$ cat src/rtl/load_store_unit.sv
// Load/store unit: serialises one RV32I load/store into little-endian byte accesses
// on a byte-wide acked memory, returning extended load data or an error response.
module load_store_unit #(
   parameter int ADDR_W = 8
) (
   input  logic              clk,
   input  logic              rst,
   input  logic              req_valid,
   output logic              req_ready,
   input  logic              req_we,
   input  logic [2:0]        req_func3,
   input  logic [ADDR_W-1:0] req_addr,
   input  logic [31:0]       req_wdata,
   output logic              rsp_valid,
   output logic [31:0]       rsp_rdata,
   output logic              rsp_err,
   output logic              mem_en,
   output logic              mem_we,
   output logic [ADDR_W-1:0] mem_addr,
   output logic [7:0]        mem_wdata,
   input  logic [7:0]        mem_rdata,
   input  logic              mem_ack
);

   typedef enum logic [1:0] {IDLE, ACCESS, DONE} state_t;

   state_t          state, state_nxt;
   logic [1:0]      k, last_k;
   logic            op_we;
   logic [2:0]      op_f3;
   logic [3:0][7:0] op_wb;
   logic [3:0][7:0] rbuf, word;
   logic [31:0]     load_val;
   logic            accept, req_bad, last_ack;

   assign req_ready = (state == IDLE);
   assign accept    = req_valid && req_ready;
   assign last_k    = (op_f3[1:0] == 2'b00) ? 2'd0 : (op_f3[1:0] == 2'b01) ? 2'd1 : 2'd3;
   assign last_ack  = (state == ACCESS) && mem_ack && (k == last_k);

   // Size-based alignment plus the funct3 codes that have no load/store meaning.
   always_comb begin
      req_bad = 1'b0;
      case (req_func3[1:0])
         2'b00:   req_bad = 1'b0;
         2'b01:   req_bad = req_addr[0];
         2'b10:   req_bad = (req_addr[1:0] != 2'b00);
         default: req_bad = 1'b1;
      endcase
      if (req_we && req_func3[2])
         req_bad = 1'b1;
      if (!req_we && (req_func3[2:1] == 2'b11))
         req_bad = 1'b1;
   end

   // Final byte arrives on the same edge that completes the load.
   always_comb begin
      word    = rbuf;
      word[k] = mem_rdata;
      case (op_f3)
         3'b000:  load_val = {{24{word[0][7]}}, word[0]};
         3'b001:  load_val = {{16{word[1][7]}}, word[1], word[0]};
         3'b100:  load_val = {24'd0, word[0]};
         3'b101:  load_val = {16'd0, word[1], word[0]};
         default: load_val = word;
      endcase
   end

   always_comb begin
      state_nxt = state;
      case (state)
         IDLE:    if (accept) state_nxt = req_bad ? DONE : ACCESS;
         ACCESS:  if (last_ack) state_nxt = DONE;
         DONE:    state_nxt = IDLE;
         default: state_nxt = IDLE;
      endcase
   end

   always_ff @(posedge clk or posedge rst) begin
      if (rst)
         state <= IDLE;
      else
         state <= state_nxt;
   end

   always_ff @(posedge clk or posedge rst) begin
      if (rst) begin
         k         <= 2'd0;
         op_we     <= 1'b0;
         op_f3     <= 3'd0;
         op_wb     <= '0;
         rbuf      <= '0;
         rsp_valid <= 1'b0;
         rsp_rdata <= 32'd0;
         rsp_err   <= 1'b0;
         mem_en    <= 1'b0;
         mem_we    <= 1'b0;
         mem_addr  <= '0;
         mem_wdata <= 8'd0;
      end else begin
         rsp_valid <= 1'b0;
         case (state)
            IDLE: begin
               if (accept) begin
                  k     <= 2'd0;
                  rbuf  <= '0;
                  op_we <= req_we;
                  op_f3 <= req_func3;
                  op_wb <= req_wdata;
                  if (req_bad) begin
                     rsp_valid <= 1'b1;
                     rsp_err   <= 1'b1;
                     rsp_rdata <= 32'd0;
                  end else begin
                     mem_en    <= 1'b1;
                     mem_we    <= req_we;
                     mem_addr  <= req_addr;
                     mem_wdata <= req_wdata[7:0];
                  end
               end
            end
            ACCESS: begin
               if (mem_ack) begin
                  rbuf <= word;
                  if (k == last_k) begin
                     mem_en    <= 1'b0;
                     mem_we    <= 1'b0;
                     rsp_valid <= 1'b1;
                     rsp_err   <= 1'b0;
                     rsp_rdata <= op_we ? 32'd0 : load_val;
                  end else begin
                     k         <= k + 2'd1;
                     mem_addr  <= mem_addr + 1'b1;
                     mem_wdata <= op_wb[k + 2'd1];
                  end
               end
            end
            default: ;
         endcase
      end
   end

endmodule

$ cat config.mk
export PLATFORM = sky130hd
export DESIGN_NAME = load_store_unit
export DESIGN_NICKNAME = d
export VERILOG_FILES = /design/src/rtl/load_store_unit.sv
export SDC_FILE = /design/constraint.sdc
export NUM_CORES = 1
export LEC_CHECK = 0
export ABC_AREA = 1
export CAP_MARGIN = 20
export CORE_UTILIZATION = 48
export CTS_CLUSTER_SIZE = 25
export DETAILED_ROUTE_END_ITERATION = 10
export PLACE_DENSITY = 0.86
export SLEW_MARGIN = 20
export SYNTH_ARGS = -nofsm -noshare
export SYNTH_HDL_FRONTEND = slang
export SYNTH_SLANG_ARGS = --single-unit
$ cat constraint.sdc
create_clock -name clk -period 3.8 [get_ports clk]
set_input_delay 0.57 -clock clk [delete_from_list [all_inputs] [get_ports clk]]
set_output_delay 0.57 -clock clk [all_outputs]
set_load 0.02 [all_outputs]
# Yosys cells after proc, flatten, opt, wreduce, memory -nomap -nowiden
# Index checks and enable logic that the tools add are counted.
op_classes:
  add_sub_neg: 2
  magnitude_cmp: 3
  n_eq_ne: 16
  muxes: 54
  reduce_logical: 20
op_table:
  columns: ["operator", "n"]
  rows:
  - ["2-to-1 mux 32 bit", 7]
  - ["case mux 32 bit (2 select lines)", 2]
  - ["case mux 32 bit (4 select lines)", 1]
  - ["2-to-1 mux 8 bit", 10]
  - ["bitwise mux 32 bit", 1]
  - ["case mux 8 bit (2 select lines)", 2]
  - ["binary-select mux 8 bit (select 2 bit)", 1]
  - ["demux 8 bit (select 2 bit)", 1]
  - ["2-to-1 mux 2 bit", 8]
  - ["AND reduction 5 bit", 3]
  - ["2-to-1 mux 1 bit", 14]
  - ["adder 8 x 1 -> 8 bit, second input constant", 1]
  - ["!= test 2 bit, second input constant", 4]
  - ["case mux 1 bit (2 select lines)", 4]
  - ["case mux 2 bit (2 select lines)", 2]
  - ["equality test 2 x 1 -> 1 bit, second input constant", 3]
  - ["equality test 3 bit, second input constant", 2]
  - ["logical AND 1 bit", 6]
  - ["logical NOT 2 bit", 3]
  - ["< comparator 2 x 3 -> 1 bit, second input constant", 2]
  - ["!= test 2 x 1 -> 1 bit, second input constant", 3]
  - ["equality test 2 bit, second input constant", 2]
  - ["AND reduction 2 bit", 2]
  - ["AND reduction 4 bit", 1]
  - ["other kinds (9)", 10]
word_totals:
  regBits: 124
  in_bits: 56

# Longest topological paths before layout
# Gate-level depths: netlist of run 1.
depth:
  depth_word: 10
  depth_mapped: 12
  mapped_depth_nobuf: 10

# Worst setup path after synthesis of run 1
# No wires, ideal clock.
synth_path:
  path_kind: "register to register"
  from: "reg k[0]"
  to: "reg rsp_rdata[22]"
  arrival_ps: 1886
  required_ps: 3735
  path_slack_ps: 1849
  path_stages_with_launch: 12
  n_path_buf: 3
  cell_sequence: "dfrtp_1 > buf_2 > inv_2 > buf_2 > ha_1 > nand2_1 > o21ai_1 > nand3_2 > nand3_2 > buf_2 > nand3_1 > nand2_1"
synth_between:
  elab_chain_len: 10
synth_rtl:
  columns: ["element", "line", "rtl"]
  rows:
  - ["from (decl)", "28", "logic [1:0] k, last_k;"]
  - ["from (signal assigned)", "132", "k <= k + 2'd1;"]
  - ["< comparator 2 x 3 -> 1 bit (not written as such) / >= comparator 2 x 1 -> 1 bit (equally long branches)", "59", "word[k] = mem_rdata;"]
  - ["logical AND 1 bit (not written as such)", "59", null]
  - ["2-to-1 mux 8 bit (not written as such)", "59", null]
  - ["demux 8 bit (select 2 bit)", "59", null]
  - ["bitwise mux 32 bit", "59", null]
  - ["case mux 32 bit (4 select lines)", "60", "case (op_f3)"]
  - ["2-to-1 mux 32 bit", "130", "rsp_rdata <= op_we ? 32'd0 : load_val;"]
  - ["2-to-1 mux 32 bit", "125", "if (k == last_k) begin"]
  - ["2-to-1 mux 32 bit", "123", "if (mem_ack) begin"]
  - ["case mux 32 bit (2 select lines)", "102", "case (state)"]
  - ["to (signal assigned)", "130", null]
  - ["to (decl)", "15", "output logic [31:0] rsp_rdata,"]
# Several ways; a longest one is shown, not always the timed one. The select of a mux whose other input is x is not followed.
# A chain may end at the register's enable or synchronous reset.

# Worst setup path after layout of run 1
layout_path:
  from: "reg k[0]"
  to: "reg rsp_rdata[20]"
# Same word-level chain as after synthesis.

==> results, run 1 <==
- Based on the critical path, the design can be clocked at up to 393.3 MHz.
- Counting buffers and inverters, the worst setup path is 9 cells deep.
- The initial antenna violation count is 0.
- The maximum vdd ir drop is 0.5120 mV.
- The worst setup slack for register-to-register paths is 1260 ps.
- The die covers 13250 um2.
- The overall die height is 115.1 um.
- The region available for standard cell placement spans 12260 um2.
- Across the routed clock network, the largest skew measured is 6.770 ps.
- At the end of routability-driven placement, the weighted congestion stood at 0.8303.
- The via count of the first global-routing pass is 5417.
- The final core utilization is 0.6421.
- The smallest clock period supported by the final layout is computed as 2543 ps.
- The most area-hungry cell type in the Yosys netlist is dfrtp_1.
- The overall die width is 115.1 um.
- The worst setup path startpoint is k[0].
- The largest buffer count on any clock path is 2.
- After synthesis, the cell types taking the most area are dfrtp_1 51%, nand2_1 25%, o21ai_0 5.7%.
- The count of flip-flops with a built-in enable after synthesis is 0.
- The netlist uses 30 different library cells.
- Wires add up to 15.16 mm.
- After routing, the total negative slack on setup checks comes to 0 ps.
- Relative to the synthesized area, the layout overhead comes to 28.17%.
- The classification of the worst-slack hold path is reg -> reg.
- The final setup violation count is 0.
- The smallest hold slack is 476.9 ps.
- The fraction of synthesis flops using an asynchronous set or reset pin is 1.000.
- For this run, the register share of the synthesized area comes to 0.5051.
- In this run the static leakage power is 4.032 nW.
- Following the worst setup path forward leads to its endpoint at rsp_rdata[20].
- In the finished design, the share of the clock period the worst path needs comes to 0.6692.
- Walking the worst path, the cells encountered are buf_4 -> inv_2 -> ha_1 -> nand2_1 -> o21ai_1 -> nand3_2 -> nand3_2 -> nand3_1 -> nand2_1.
- Data on the critical path arrives at its endpoint at 2900 ps.
- For this block, the initial DRC count from the detailed router was 467.
- The share of synthesized area in the top cell type comes to 0.5051.
- The startpoint identified for the worst register-to-register timing path is k[0].
- In this run the remaining antenna-violating nets after routing total 0.
- Ranked by instance count, the synthesized netlist is headed by 402 x nand2_1, 124 x dfrtp_1, 70 x o21ai_0.
- Detailed placement finished with a half-perimeter wire length of 10.05 mm.
- STA classifies the critical path startpoint as a flop.
- The share of post-route cells with drive strength above 1 is 0.06406.
- The total of flip-flops plus latches after synthesis is 124.
- The initial utilization of the core area, before any placement, comes to 0.5010.
- Clock-pin slew was measured on the worst setup and hold paths at 50 ps.
- The final total power is 6.699 mW.
- The initialized floorplan defines 40 standard-cell rows.
- The level count of the clock H-tree is 4.
- The residual DRC count is 0.
- The most used flip-flop cell after synthesis is dfrtp_1.
- Setup repair after global routing left no endpoint under its margin.
- The number of cells traversed by the worst register-to-register path is 9.
- The number of failing hold endpoints at the final stage is 0.
- The worst-skew pair later-pin latency is 420 ps.
- STA classifies the critical path endpoint as a flop.
- After clock tree synthesis, the flow added hold-fix buffers numbering 0.
- The max-slew violation count is 0.
- In this run the worst path has a maximum fanout of 21.
- In the global route stage, overall resource usage came out at 0.2492.
- The number of fill cells is 1001.
- The total nets after synthesis is 873.
- STA puts the critical path data required time at 4160 ps.
- The number of maximum-capacitance constraint violations is 0.
- The first TritonRoute pass finished after 5 iterations.
- The number of clock sinks is 124.
- The count of inserted antenna diode cells is 0.
- In this run, CTS created clock tree buffers numbering 17.
- Grouping stages by cell kind, the critical path spends the most delay in simple AND/OR/NAND/NOR gates.
- The count of mapped cells out of synthesis is 812.
- CTS placed an instance of clkbuf_16 at the clock tree root.
- The multi-input combinational cells in the finished layout cover a total of 2613 um2.
- The largest single stage delay on the critical path is 560 ps.
- Entering global routing, the biggest net connects 50 pins.
- The run finished with clean final reports.
- The synthesized netlist occupies a cell area of 6143 um2.
- The leading cell type by number of instances after synthesis is nand2_1.
- The wire length of the first global-routing pass is 25.28 mm.
- The remaining global-route overflow is 0.
- Dividing the detail-routed via count by the number of cells gives 5.134.
- TritonCTS built the clock tree.
- The setup fix buffers added after clock tree synthesis is 0.
- The buffers plus inverters on the worst setup path is 2.
- The type of the setup path with the least slack is reg -> reg.
- The endpoint identified for the worst register-to-register timing path is rsp_rdata[20].
- Post-CTS repair changed the size of 0 cells.
- The number of input and output port buffers inserted is 108.
- The number of placed I/O pins is 109.
- The footprint of the flip-flops and latches is 3103 um2.
- The library cell contributing the largest single delay on the critical path is ha_1.
- The layout net count is 969.
- For the pin with the worst max-slew slack, the measured transition is 771.7 ps.
- The vias after detailed routing is 5591.
- Each instance of the synthesized netlist takes up on average 7.566 um2.
- The total power per unit cell area is 850.8 nW/um2.
- The worst slew margin relative to its limit is 0.4850.
- The Yosys step of the flow raised 0 warnings.
- The average wire per standard cell is 13.92 um.
==> cell type report <==
type                    instances  area share
well taps                     168     0.02670
clock inverters                 8    0.008263
flip-flops and latches        124      0.3941
repair buffers                114      0.1478
inverters                      59     0.02892
clock buffers                  24     0.06245
multi-input cells             592      0.3318
==> sequential cells by signal, summed over array words and instances (netlist names) <==
name and cells:
k 2, rbuf 32, mem_we 1, op_we 1
state 2, mem_wdata 8, rsp_rdata 32, rsp_valid 1
op_wb 32, op_f3 3, mem_en 1, mem_addr 8
rsp_err 1
==> tightest hold or removal path, cell delays in order, from the launching register on <==
cell,delay [ps]
dfrtp_1,340
nand2_1,50
nand2_1,50
==> kinds of logic (layout without fill, tap and decap cells) <==
logic type / after synthesis / after routing / share of synthesized area
buffers and inverters: 96 / 205 / 0.06965
XOR/XNOR: 1 / 1 / 0.002648
flip-flops: 124 / 124 / 0.5051
AND/OR/NAND/NOR: 504 / 504 / 0.3422
AO/OA/AOI/OAI: 82 / 82 / 0.07027
adder cells (fa/ha/maj): 5 / 5 / 0.01018
==> cell usage in the layout, fill, tap and decap left out <==
master / n
and2_1: 1
buf_12: 3
buf_4: 3
bufinv_16: 1
clkbuf_1: 3
clkbuf_16: 17
clkbuf_8: 4
clkdlybuf4s50_1: 108
clkinv_1: 1
clkinv_2: 7
clkinvlp_4: 1
dfrtp_1: 124
ha_1: 5
inv_1: 53
inv_2: 3
inv_4: 1
nand2_1: 402
nand2_2: 4
nand2_4: 2
nand3_1: 67
nand3_2: 4
nand3_4: 2
nand4_1: 1
nor2_1: 15
nor2_2: 1
nor2_4: 3
nor2_8: 1
o211ai_1: 7
o21ai_0: 70
o21ai_1: 3
o21bai_1: 1
o22ai_1: 1
or2_2: 1
xnor2_2: 1
==> per-layer routing <==
layer  up-vias  global-route usage  part of all wire
li1       2731                   -                 -
met5         -                   0                 0
met2       244              0.4108              0.48
met3        31             0.06589             0.072
met1      2585              0.3148              0.42
met4         0             0.09524             0.023
==> power by group <==
group	leakage, nW	total [mW]	internal, mW	switching [mW]
logic	2.13	2.93	1.06	1.87
registers	1.62	2.23	1.86	0.376
clock network	0.283	1.53	0.959	0.571
total	4.03	6.70	3.88	2.82
==> metrics by stage <==
| stage | worst slack [ps] | std cells | cell area, um2 |
|---|---|---|---|
| floorplan | 1705 | 812 | 6147 |
| global placement | 1186 | 1056 | 7297 |
| detailed placement | 1149 | 1056 | 7297 |
| CTS | 1279 | 1088 | 7854 |
| global route | 1048 | 1089 | 7874 |
| finish | 1257 | 1089 | 7874 |
==> worst min-delay path by stage <==
stage | startpoint | to | slack (ps) | cells after the start
6_report | rbuf[6] | rbuf[6] | 480 | 2
3_5_place_dp | rbuf[5] | rbuf[5] | 460 | 2
4_1_cts | rbuf[5] | rbuf[5] | 470 | 2
3_3_place_gp | rbuf[0] | rbuf[0] | 450 | 2
5_1_grt | rbuf[4] | rbuf[4] | 500 | 2
2_1_floorplan | rbuf[0] | rbuf[0] | 440 | 2
(Power assumes the default switching activity.)
==> inputs of run 2 (changes only) <==
CORE_UTILIZATION = 50   (was 48)
PLACE_DENSITY = 0.85   (was 0.86)
clock period = 2.4 ns   (was 3.8 ns; I/O delays follow)
==> results, run 2 (same netlist as run 1, synthesis figures left out) <==
- The remaining antenna violation count is 0 (unchanged).
- The number of fill cells is 979 (-2.2%).
- The wire length of the first global-routing pass is 26.16 mm (+3.5%).
- The vias after detailed routing came to 5709 (+2.1%).
- The critical path data arrival time was 2360 ps (-540 ps).
- The kind of capture point of the worst setup path is a flop.
- The required time at the worst-slack endpoint is 2760 ps (-1400 ps).
- The final period demand of the worst path is 1998 ps (-544.8 ps).
- The overall die height is 112.8 um (-2.0%).
- The portion of the clock cycle consumed by the worst path in the final layout came to 0.8325 (+0.1633).
- The cts-stage hold buffer count was 0 (unchanged).
- The worst setup slack for register-to-register paths is 400 ps (-860 ps).
- The total power per unit cell area is 1357 nW/um2 (+59%).
- The largest registers in the layout are op_wb (32), rbuf (32), rsp_rdata (32).
- The remaining global-route overflow was 0 (unchanged).
- The layout net count came to 977 (+0.83%).
- The final routed wirelength across all metal layers was 15.62 mm (+3.0%).
- The post-cts gate resize count came to 0 (unchanged).
- The residual DRC count is 0 (unchanged).
- The type of the setup path with the least slack is reg -> reg.
- The overall global routing resource usage was 0.2640 (+0.01481).
- The final worst setup slack is 402.0 ps (-855.2 ps).
- The first-pass iteration count of the detailed router was 5 (unchanged).
- The design internal power was 6.225 mW (+60%).
- The number of failing hold endpoints at the final stage is 0 (unchanged).
- The clock root buffer is clkbuf_16.
- The post-placement worst setup slack is 276.7 ps (-872.7 ps).
- The level count of the clock H-tree was 4 (unchanged).
- The area of placed instances came to 7363 um2 (+0.91%).
- The last weighted congestion value of the routability-driven placer is 0.8311 (about the same).
- The flow ran to the end, and the final reports show no timing, DRC or antenna violations.
- The maximum achievable frequency was 500.5 MHz (+27%).
- The number of CTS-inserted buffers came to 17 (unchanged).
- The floorplan die area is 12730 um2 (-3.9%).
- The maximum fanout count along the critical path is 19 (-9.5%).
- The vias per cell is 5.316 (+3.5%).
- The fraction of power spent switching nets is 0.4202 (-0.0007469).
- The initial core utilization was 0.5115 (+0.01044).
- The worst setup path is launched from a flop.
- The count of inserted antenna diode cells came to 0 (unchanged).
- The synthesis-to-layout area growth is 28.84%.
- The number of clock sinks is 124 (unchanged).
- The via count of the first global-routing pass is 5559 (+2.6%).
- The half-perimeter wire length of the detailed placement result came to 10.43 mm (+3.8%).
- The number of input and output port buffers inserted is 108 (unchanged).
- The worst-skew pair later-pin latency is 420 ps (about the same).
- The multi-input logic area is 2613 um2 (unchanged).
- The share of post-route cells with drive strength above 1 came to 0.07228 (+0.008215).
- The area of the core is 12010 um2 (-2.0%).
- The maximum vdd ir drop is 0.6537 mV (+28%).
- The leakage component of the power is 4.070 nW (+0.94%).
- The initial antenna violation count is 0 (unchanged).
- The violation count after the first detailed-routing iteration is 418 (-10%).
- The cell count after placement is 1044 (-1.1%).
- The endpoint of the worst register-to-register path is mem_wdata[7].
- The post-route cell area is 7915 um2 (+0.52%).
- The overall die width is 112.8 um (-2.0%).
- The number of cells traversed by the worst register-to-register path was 9 (unchanged).
- Setup repair after global routing left no endpoint under its margin.
- The classification of the worst-slack hold path is in -> async.
- The number of rows created at floorplan is 40 (unchanged).
- The critical register-to-register path startpoint is state[1].
- The final cell count without fillers came to 1074 (-1.4%).
- The max-slew violation count is 0 (unchanged).
- The switching power is 4.512 mW (+60%).
- The final-layout setup total negative slack came to 0 ps (unchanged).
- The top cell types in the final layout, fill and taps aside, are 402 x nand2_1, 124 x dfrtp_1, 108 x clkdlybuf4s50_1.
- The largest buffer count on any clock path is 2 (unchanged).
- The number of placed I/O pins was 109 (unchanged).
- The average wire per standard cell is 14.54 um (+4.5%).
- The number of maximum-capacitance constraint violations is 0 (unchanged).
- The post-route clock skew came to 7.028 ps (+0.2581 ps).
- The transition at the pin with the smallest max-transition slack was 600.0 ps (-171.7 ps).
- The register clock-pin slew on the reported worst setup and hold paths is 50 ps (about the same).
- The pin count of the biggest net entering global routing is 57 (+14%).
- The library cell used most frequently in the layout, excluding fill and tap cells, is nand2_1.
- The combinational share of power is 0.445 (+0.007).
- The setup fix buffers added after clock tree synthesis is 0 (unchanged).
- The worst slew margin relative to its limit is 0.6000 (+0.1150).
- The sequential share of power is 0.331 (-0.003).
- The final setup violation count is 0 (unchanged).
- The smallest hold slack is 206.6 ps (-270.3 ps).
- The footprint of the flip-flops and latches is 3103 um2 (unchanged).
- The CTS tree is done.
- The part of the power in the clock network was 0.223 (-0.005).
[run 2: how the worst max path moves through the flow]
stage | to | slack, ps | start | cells past startpoint
final | mem_wdata[7] | 400 | state[1] | 9
after global routing | mem_wdata[7] | 280 | state[1] | 9
after CTS | mem_wdata[7] | 380 | state[1] | 9
after detailed placement | mem_wdata[1] | 280 | mem_ack | 9
after global placement | mem_addr[7] | 300 | mem_ack | 9
after floorplan | rsp_rdata[22] | 450 | k[0] | 11
[run 2: cell type report]
| type | instances | area share |
|---|---|---|
| clock inverters | 8 | 0.008536 |
| inverters | 59 | 0.02877 |
| clock buffers | 22 | 0.06118 |
| well taps | 147 | 0.02324 |
| multi-input cells | 592 | 0.3301 |
| repair buffers | 122 | 0.1562 |
| flip-flops and latches | 124 | 0.3920 |
[run 2: routing by layer]
layer  GRT usage  routed length, um
met5           0                  0
met4      0.1138                404
met3     0.06213                946
met2      0.4465               7796
met1      0.3242               6474
[run 2: through the flow]
| step | power [mW] | utilization |
|---|---|---|
| floorplan | 6.689 | - |
| global placement | 8.101 | 0.6130 |
| detailed placement | 8.260 | 0.6130 |
| global route | 11.49 | 0.6590 |
| finish | 10.74 | 0.6590 |
| CTS | 10.74 | 0.6590 |
[run 2: worst max-delay path, cell delays in order, from the launching register on]
cell and delay, ps:
dfrtp_1 390, inv_1 70, nand2_2 160, buf_4 280
inv_1 260, nand3_4 230, inv_2 50, nor2_2 320
nand2_1 100, nand2_1 80
[run 2: power by group through the flow]
stage               Sequential, mW  Combinational [mW]  Clock [mW]
floorplan                     3.81                2.88           0
global placement              3.53                4.57           0
detailed placement            3.56                4.70           0
CTS                           3.55                4.79        2.41
global route                  3.65                5.32        2.52
finish                        3.56                4.78        2.40
==> inputs of run 3 (changes only) <==
CORE_UTILIZATION = 48   (was 50)
PLACE_DENSITY = 0.86   (was 0.85)
clock period = 1.6 ns   (was 2.4 ns; I/O delays follow)
==> results, run 3 (same netlist as run 1, synthesis figures left out) <==
- The overall die height came to 115.1 um (+2.0%).
- The overall die width is 115.1 um (+2.0%).
- The wire length of the first global-routing pass is 28.12 mm (+7.5%).
- The count of inserted antenna diode cells is 0 (unchanged).
- The cell count after placement is 1093 (+4.7%).
- The number of rows created at floorplan was 40 (unchanged).
- The number of placed I/O pins was 109 (unchanged).
- For this design, the slowest cell found on the critical path is dfrtp_2.
- The remaining global-route overflow is 0 (unchanged).
- The type of the setup path with the least slack is reg -> reg.
- The number of cells traversed by the worst register-to-register path is 8 (-1).
- The initial core utilization was 0.5010 (-0.01044).
- The signal on the critical path passes through buf_6 -> inv_8 -> ha_4 -> buf_4 -> nand2_1 -> o211ai_1 -> buf_4 -> nand2_1.
- The worst-skew pair later-pin latency is 420 ps (about the same).
- The average wire per standard cell is 15.27 um (+5.0%).
- The final routed wirelength across all metal layers is 17.25 mm (+10%).
- The half-perimeter wire length of the detailed placement result was 10.93 mm (+4.8%).
- The initial antenna violation count is 0 (unchanged).
- In this run the worst hold path is classified as in -> async.
- The share of post-route cells with drive strength above 1 came to 0.1331 (+0.06078).
- The final period demand of the worst path came to 1577 ps (-421.3 ps).
- In the layout the commonest cells are 401 x nand2_1, 122 x dfrtp_1, 57 x nand3_1.
- The number of failing hold endpoints at the final stage was 0 (unchanged).
- The kind of capture point of the worst setup path is a flop.
- The vias after detailed routing came to 5980 (+4.7%).
- The layout net count is 1010 (+3.4%).
- The vias per cell is 5.292 (-0.44%).
- The level count of the clock H-tree is 4 (unchanged).
- The final total power is 17.68 mW (+65%).
- The clock root buffer is clkbuf_16.
- The run finished with clean final reports.
- The final setup violation count is 0 (unchanged).
- The last weighted congestion value of the routability-driven placer came to 0.8529 (+2.6%).
- The leakage component of the power is 4.545 nW (+12%).
- The portion of the clock cycle consumed by the worst path in the final layout is 0.9855 (+0.1529).
- The via count of the first global-routing pass is 5900 (+6.1%).
- The post-route clock skew is 11.39 ps (+4.359 ps).
- The required time at the worst-slack endpoint is 1870 ps (-890 ps).
- The post-placement worst setup slack is -120.2 ps (-396.8 ps).
- The floorplan die area is 13250 um2 (+4.1%).
- The smallest hold slack is 316.1 ps (+109.5 ps).
- The worst setup slack for register-to-register paths is 20 ps (-380 ps).
- The residual DRC count is 0 (unchanged).
- The worst slew margin relative to its limit was 0.6603 (+0.06032).
- The largest buffer count on any clock path is 2 (unchanged).
- The violation count after the first detailed-routing iteration came to 480 (+15%).
- The final worst setup slack is 23.28 ps (-378.7 ps).
- The synthesis-to-layout area growth is 37.07%.
- The kind of launch point of the worst setup path is a flop.
- The overall global routing resource usage is 0.2734 (+0.009364).
- The number of input and output port buffers inserted is 108 (unchanged).
- The maximum vdd ir drop was 1.008 mV (+54%).
- The total power per unit cell area was 2100 nW/um2 (+55%).
- The register clock-pin slew on the reported worst setup and hold paths came to 60 ps (about the same).
- TritonCTS built the clock tree.
- The final-layout setup total negative slack is 0 ps (unchanged).
- The endpoint of the worst register-to-register path is rbuf[4].
- The area of the core is 12260 um2 (+2.1%).
- The number of clock sinks is 124 (unchanged).
- The worst setup path startpoint is k[0].
- The first-pass iteration count of the detailed router is 5 (unchanged).
- The remaining antenna violation count is 0 (unchanged).
- The final cell count without fillers is 1130 (+5.2%).
- The largest registers in the layout are op_wb (32), rbuf (32), rsp_rdata (32).
- The maximum achievable frequency was 634.2 MHz (+27%).
- The pin count of the biggest net entering global routing came to 94 (+65%).
- The transition at the pin with the smallest max-transition slack is 509.5 ps (-90.48 ps).
- The max-slew violation count is 0 (unchanged).
- Setup repair after global routing could not meet its margin everywhere.
- The startpoint identified for the worst register-to-register timing path is k[0].
- The leading cell type in the layout, fill and taps excluded is nand2_1.
- The critical path data arrival time is 1850 ps (-510 ps).
- The number of maximum-capacitance constraint violations is 0 (unchanged).
- The number of CTS-inserted buffers came to 17 (unchanged).
- The highest cell delay on the worst timing path was 450 ps (+60 ps).
- The maximum fanout count along the critical path is 14 (-5).
- The number of fill cells was 925 (-5.5%).
[run 3: cell type report]
| class | count | area (um2) | share of cell area |
|---|---|---|---|
| clock inverters | 14 | 207.7 | 0.02467 |
| flip-flops and latches | 124 | 3105 | 0.3688 |
| well taps | 168 | 210.2 | 0.02496 |
| inverters | 59 | 245.2 | 0.02912 |
| multi-input cells | 592 | 2734 | 0.3247 |
| repair buffers | 155 | 1489 | 0.1768 |
| clock buffers | 18 | 429.2 | 0.05097 |
[run 3: timing repair]
item                       CTS  global route
buffers inserted             3             2
hold buffers                 0             0
setup endpoints to repair   81            60
gates resized for setup     53            34
pin swaps                    1            11
[run 3: critical path, delay by kind of cell, from the launching register on]
| kind | cells | cell delay [ps] |
|---|---|---|
| buffers and inverters | 4 | 540 |
| and+or+nand+nor | 2 | 180 |
| DFF | 1 | 450 |
| adders and majority gates | 1 | 140 |
| AOI/OAI and AO/OA | 1 | 120 |
[run 3: worst max-delay path by stage]
stage | end | slack [ps]
final | rbuf[4] | 20
after global routing | rbuf[4] | -70
after CTS | rsp_rdata[29] | 0.2
after detailed placement | rsp_rdata[30] | -120
after global placement | mem_wdata[6] | -80
after floorplan | k[0] | -170
[run 3: through the flow]
| stage | cell area [um2] | utilization |
|---|---|---|
| final | 8421 | 0.6867 |
| after global routing | 8421 | 0.6867 |
| after CTS | 8344 | 0.6805 |
| after detailed placement | 7711 | 0.6289 |
| after global placement | 7711 | 0.6289 |
| after floorplan | 6287 | - |
[run 3: where the power goes]
group | total [mW] | switching [mW] | internal, mW
Combinational | 8.20 | 5.11 | 3.08
Clock | 4.19 | 1.54 | 2.65
Sequential | 5.30 | 0.882 | 4.42
Total | 17.7 | 7.53 | 10.2
[run 3: layer usage]
metal | track usage | routed length [um] | up-vias
met2 | 0.4719 | 8851 | 308
met3 | 0.04428 | 1102 | 53
met5 | 0 | 0 | -
met1 | 0.3400 | 6727 | 2799
met4 | 0.1186 | 571 | 0
li1 | - | - | 2820
